===== src/rtl/shift_sequencer.sv =====
// shift_sequencer
// ----------------
// Command sequencer for an 8-bit bidirectional shift register. One job is
// accepted per cmd handshake: a value to load, a direction, and a number of
// shift steps. The sequencer loads the register and applies the shifts. It then
// samples the register output and returns the result on a valid/ready
// response channel. The shift register itself stays a plain slave.
//
// Ports
//   clock, reset        rising-edge clock; asynchronous active-high reset
//   cmd_valid/ready     command handshake (ready only in IDLE)
//   cmd_data/left/count job payload, latched at the accept edge
//   sr_enable/load/shiftLeft/datain  drive the shift register
//   sr_dataout          shift register output, sampled in CAPTURE
//   rsp_valid/ready     response handshake
//   rsp_data            shifted result, held until the response handshake
//   busy                high whenever a job is in flight (state != IDLE)
//
// Timing: accept edge E0 -> LOAD -> count x SHIFT -> CAPTURE -> RESP.
// rsp_valid first goes high in the cycle after edge E0+count+2.
module shift_sequencer #(
    parameter int WIDTH = 8,
    parameter int CNT_W = 4
) (
    input  logic             clock,
    input  logic             reset,
    input  logic             cmd_valid,
    output logic             cmd_ready,
    input  logic [WIDTH-1:0] cmd_data,
    input  logic             cmd_left,
    input  logic [CNT_W-1:0] cmd_count,
    output logic             sr_enable,
    output logic             sr_load,
    output logic             sr_shiftLeft,
    output logic [WIDTH-1:0] sr_datain,
    input  logic [WIDTH-1:0] sr_dataout,
    output logic             rsp_valid,
    input  logic             rsp_ready,
    output logic [WIDTH-1:0] rsp_data,
    output logic             busy
);

    typedef enum logic [2:0] {
        IDLE    = 3'd0,
        LOAD    = 3'd1,
        SHIFT   = 3'd2,
        CAPTURE = 3'd3,
        RESP    = 3'd4
    } state_t;

    typedef struct packed {
        logic [WIDTH-1:0] data;
        logic             left;
        logic [CNT_W-1:0] count;
    } job_t;

    state_t           state;
    state_t           state_nxt;
    job_t             job;
    logic [CNT_W-1:0] cnt;
    logic             accept;

    // cmd_ready is decoded from state alone, so accept never feeds back
    // combinationally into anything visible on the command port.
    assign accept = cmd_valid && (state == IDLE);

    // ---------------------------------------------------------------
    // State register
    // ---------------------------------------------------------------
    always_ff @(posedge clock or posedge reset) begin
        if (reset) begin
            state <= IDLE;
        end else begin
            state <= state_nxt;
        end
    end

    // ---------------------------------------------------------------
    // Next-state logic
    // ---------------------------------------------------------------
    always_comb begin
        state_nxt = state;
        case (state)
            IDLE: begin
                if (accept) state_nxt = LOAD;
            end
            LOAD: begin
                // A zero-step job skips SHIFT entirely, which also keeps the
                // down-counter from ever being entered at zero.
                if (job.count == '0) state_nxt = CAPTURE;
                else                 state_nxt = SHIFT;
            end
            SHIFT: begin
                if (cnt == CNT_W'(1)) state_nxt = CAPTURE;
            end
            CAPTURE: begin
                state_nxt = RESP;
            end
            RESP: begin
                if (rsp_ready) state_nxt = IDLE;
            end
            default: state_nxt = IDLE;
        endcase
    end

    // ---------------------------------------------------------------
    // Job latch, shift counter and result register
    // ---------------------------------------------------------------
    always_ff @(posedge clock or posedge reset) begin
        if (reset) begin
            job      <= '0;
            cnt      <= '0;
            rsp_data <= '0;
        end else begin
            if (accept) begin
                job.data  <= cmd_data;
                job.left  <= cmd_left;
                job.count <= cmd_count;
            end
            if (state == LOAD) begin
                cnt <= job.count;
            end else if (state == SHIFT) begin
                cnt <= cnt - 1'b1;
            end
            // The register holds its final value through CAPTURE, because
            // enable is low there. Sample it at the closing edge.
            if (state == CAPTURE) begin
                rsp_data <= sr_dataout;
            end
        end
    end

    // ---------------------------------------------------------------
    // Outputs, decoded purely from registered state
    // ---------------------------------------------------------------
    always_comb begin
        cmd_ready    = 1'b0;
        sr_enable    = 1'b0;
        sr_load      = 1'b0;
        sr_shiftLeft = 1'b0;
        sr_datain    = '0;
        rsp_valid    = 1'b0;
        busy         = 1'b1;
        case (state)
            IDLE: begin
                cmd_ready = 1'b1;
                busy      = 1'b0;
            end
            LOAD: begin
                sr_enable    = 1'b1;
                sr_load      = 1'b1;
                sr_shiftLeft = job.left;
                sr_datain    = job.data;
            end
            SHIFT: begin
                // datain is held during shifting so the register inputs
                // change only at job boundaries.
                sr_enable    = 1'b1;
                sr_shiftLeft = job.left;
                sr_datain    = job.data;
            end
            CAPTURE: begin
            end
            RESP: begin
                rsp_valid = 1'b1;
            end
            default: begin
            end
        endcase
    end

endmodule


===== config.mk =====
export PLATFORM = sky130hd
export DESIGN_NAME = shift_sequencer
export DESIGN_NICKNAME = d
export VERILOG_FILES = /design/src/rtl/shift_sequencer.sv
export SDC_FILE = /design/constraint.sdc
export NUM_CORES = 1
export LEC_CHECK = 0
export ABC_CLOCK_PERIOD_IN_PS = 5300
export BUFFER_PORTS_ARGS = -buffer_cell sky130_fd_sc_hd__buf_2
export CORE_MARGIN = 4
export CORE_UTILIZATION = 30
export CTS_CLUSTER_DIAMETER = 100
export DETAILED_ROUTE_END_ITERATION = 7
export GPL_TIMING_DRIVEN = 0
export PLACE_DENSITY_LB_ADDON = 0.25
export SLEW_MARGIN = 20
export SYNTH_ARGS = -nofsm -noshare
export SYNTH_HDL_FRONTEND = slang
export SYNTH_SLANG_ARGS = --single-unit
export TNS_END_PERCENT = 1

===== constraint.sdc =====
create_clock -name clock -period 5.3 [get_ports clock]
set_clock_uncertainty 0.1 [all_clocks]
set_input_delay 0.265 -clock clock [delete_from_list [all_inputs] [get_ports clock]]
set_output_delay 0.265 -clock clock [all_outputs]
set_load 0.02 [all_outputs]

Yosys cells after proc, flatten, opt, wreduce, memory -nomap -nowiden
Index checks and enable logic that the tools add are counted.
- register bits: 28
- bits of input ports: 25
- output and inout port bits: 22
- word-level logic and storage cells: 35
- add/subtract/negate cells: 1
- eq/ne operators: 8
- muxes and demuxes: 14
- reduce and logical (&&, ||, !) cells: 6
- operator list (operator ; number):
    $pmux W3 S5 ; 1
    $mux W3 ; 3
    $mux W4 ; 2
    $mux W8 ; 1
    $mux W1 ; 7
    $eq A3 B2 Y1 const B ; 2
    $ne A2 B2 Y1 const B ; 3
    $eq A4 B1 Y1 const B ; 1
    $logic_not A4 Y1 ; 1
    $sub A4 B1 Y4 const B ; 1
    $eq A3 B1 Y1 const B ; 1
    $eq A3 B3 Y1 const B ; 1
    $logic_not A3 Y1 ; 1
    $reduce_and A3 Y1 ; 1
    $reduce_bool A2 Y1 ; 1
    $reduce_or A2 Y1 ; 1
    $logic_and A1 B1 Y1 ; 1

Depth between registers and ports, before layout
- depth in word-level cells: 4
- mapped depth: 6
- depth with buffers taken out: 5

Least setup slack after synthesis
OpenSTA, ideal clock, no wires.
- kind: reg2out
- from: register state[2]
- to: output sr_datain[0]
- arrival time: 1.519 ns
- required time: 4.935 ns
- slack: 3.416 ns
- stages on the path, launching flop included: 6
- path buffers: 2
- path through: dfrtp_1 buf_6 o21bai_1 a21oi_1 clkbuf_1 and2_1
- cells in the longest elaborated chain, start to end: 3
- elaborated cells on any way between the ends: 4
- classes of those cells: 2 x eq/ne; 1 x mux; 1 x reduce/logical
- ends and longest elaborated chain (what ; line ; RTL):
    start, declared ; 57 ; state_t state;
    start signal, assigned ; 74 ; state <= state_nxt;
    $eq A3 B1 Y1 / $eq A3 B2 Y1 (equally long branches) ; 144 ; case (state)
    $reduce_or A2 Y1 (no source line) (*) ; - ;
    $mux W8 (*) ; 144 ;
    end, declared ; 35 ; output logic [WIDTH-1:0] sr_datain,
Every way passes the cells marked *; elsewhere a longest branch is shown, timed or not.

Worst setup path after layout
- from: register state[2]
- to: output sr_datain[3]
Same word-level chain as after synthesis.

==> impl_metrics.toml <==
[sta]
tightest_slew_ns = 0.5916
fmax_mhz = 437.0
period_share_pct = 43.18
hold_viol = 28
tns_ns = 0
rsz0062_at_grt = "no"
slew_viol_final = 0
worst_hold_slack_ns = -0.05367
period_minus_slack_ns = 2.289
setup_viol = 0
slew_headroom_pct = 60.51

[clocking]
cts_tree = "done"
cts_resized = 0
cts_buffer_depth = 2
clock-root-buffer = "clkbuf_8"
cts_max_level = 1
cts_buffers = 3
clkSlewWorstSetupHoldPaths_ns = 0.09
insertion_delay_ns = 0.27
postCtsHoldBufs = 0
cts_setup_buffers = 0
cts_sinks = 28

[critical_path]
cp.arrival_ns = 1.92
startpoint_type = "register"
crit_chain = "buf_6 > o21bai_1 > a21oi_1 > clkbuf_1 > and2_1 > buf_2"
critical-path-max-stage-delay_ns = 0.38
setup.worst_path.class = "register to primary output"
crit_path_end_kind = "primary output"
worstPathMaxFanout = 10
worst-endpoint-required_ns = 4.93
critPathSlowestCell = "dfrtp_1"

[logic_synthesis]
synth_top_cells_by_count = "dfrtp_1, mux2_2, and2_1, mux2_4"
syn_nets = 133
synth_edf_count = 0
synth.area.top_cells = "dfrtp_1, mux2_4, mux2_2"
netlist.top_cell.by_area = "dfrtp_1"
yosysMostFrequentCell = "dfrtp_1"
netlist_instances = 106
synth_warnings = 0
async_reset_ff_share_pct = 100.0
syn_area_per_cell_sq_um = 12.76
synth-main-ff-cell = "dfrtp_1"
yosysUniqueCellTypes = 33
synth_top_area_share_pct = 51.80
ys_ff_latch = 28
seq_area_frac_synth_pct = 51.80
netlist_area_sq_mm = 0.001353

[grt]
grt_overflow = 0
first_global_vias = 1012
antenna_found_initial = 0
grt_max_degree = 29
grt_pass1_wl_mm = 4.353
track_usage_pct = 9.970

[routing]
drc = 0
vias_per_cell = 4.667
avgRoutedWirePerCell_um = 13.50
first_pass_iters = 2
drtIter0Drc = 36
routed_wl_mm = 2.794
ant_nets = 0
via_count = 966

[final_layout]
multi_input_area_sq_um = 576.8
fill_cells = 410
syn_to_final_growth_pct = 24.88
drive_gt1_share_pct = 50.32
fin_area_sq_mm = 0.001689
seq_area_sq_um = 700.7
num_antenna_cells = 0
nets = 184

[floorplan]
design.core.area_sq_mm = 0.004354
pin_count = 47
dieArea_sq_mm = 0.005647
initial_core_util_pct = 31.06
dieWidth_um = 75.15
die_h_um = 75.15
rows = 24

[flow_run]
max-cap-violations = 0

[status]
violations = "negative hold slack"
status = "complete, but fails checks"

[placement]
io_buffers = 46
hpwlAfterDp_mm = 2.115
placedInstanceArea_sq_mm = 0.001648
gp_congestion = 0.8648

[min_path]
hp-class = "primary input to asynchronous set/reset pin"

[pwr]
vdd_drop_max_mv = 0.1945
power_leakage_nw = 0.8245
power_mw = 1.161
p_per_area_mw_per_mm2 = 687.2
critical path: cells and delay by family (launching register included):
kind / cells / cell delay, ns
AO/OA/AOI/OAI: 2 / 0.47
AND/OR/NAND/NOR: 1 / 0.18
flip-flops: 1 / 0.38
buffers and inverters: 3 / 0.62
power by group:
part           internal [mW]  total [mW]  leakage, nW  switching (mW)
sequential             0.324       0.386        0.329          0.0623
combinational          0.312       0.663        0.474           0.350
clock                 0.0509       0.112       0.0216          0.0611
total                  0.687        1.16        0.824           0.474
cell type report:
cell class                      count  share of cell area (%)
Buffer                              6                   2.889
Clock buffer                        3                   2.444
Inverter                            7                   1.556
Multi-Input combinational cell     65                   34.15
Sequential cell                    28                   41.48
Tap cell                           52                   3.852
Timing Repair Buffer               46                   13.63
flip-flops by register name (all words and copies together), names as in the netlist:
register / flops
rsp_data: 8
cnt: 4
state: 3
job: 13
stage by stage:
stage	std cells	worst slack [ns]	utilization, %
after detailed placement	204	3.296	37.84
final	207	3.012	38.79
after CTS	207	2.983	38.79
after floorplan	106	3.416	-
after global routing	207	2.855	38.79
after global placement	204	3.335	37.84
layer usage:
metal	vias up	wire length, um	track usage (%)
met1	483	1221	12.03
met5	-	0	0
li1	464	-	-
met2	17	1456	17.60
met4	0	29	3.495
met3	2	86	2.003
logic make-up after synthesis:
| group | share of synthesized area [%] |
|---|---|
| mux | 21.46 |
| compound gates | 7.216 |
| simple gates | 12.12 |
| fa+ha+maj | 1.850 |
| flops | 51.80 |
| buf+inv | 5.550 |
path summary, 6_finish.rpt:
path / startpoint / to / slack (ns) / cells past startpoint
max in group asynchronous: reset / job[3]$_DFFE_PP0P_ / 4.76 / 2
max: state[2]$_DFFE_PP0P_ / sr_datain[3] / 3.01 / 6
min in group clock: rsp_ready / state[2]$_DFFE_PP0P_ / 0.07 / 2
min: reset / rsp_data[2]$_DFFE_PP0P_ / -0.05 / 2
min reg2reg: job[4]$_DFFE_PP0P_ / job[4]$_DFFE_PP0P_ / 0.41 / 1
max reg2reg: state[2]$_DFFE_PP0P_ / job[9]$_DFFE_PP0P_ / 3.49 / 6
cells in the final DEF, fill, tap and decap left out, types with 2 or more instances in the layout:
cell | synthesis | final
a21oi_1 | 6 | 6
and2_1 | 9 | 9
buf_2 | 2 | 48
clkbuf_1 | 2 | 2
clkbuf_8 | 0 | 3
dfrtp_1 | 28 | 28
ha_1 | 2 | 2
inv_1 | 6 | 5
inv_2 | 1 | 2
mux2_2 | 11 | 11
mux2_4 | 9 | 9
mux2i_1 | 2 | 2
nand2_1 | 2 | 2
nor2_1 | 2 | 2
nor3b_1 | 3 | 3
o22a_1 | 3 | 3
(Power assumes the default switching activity.)
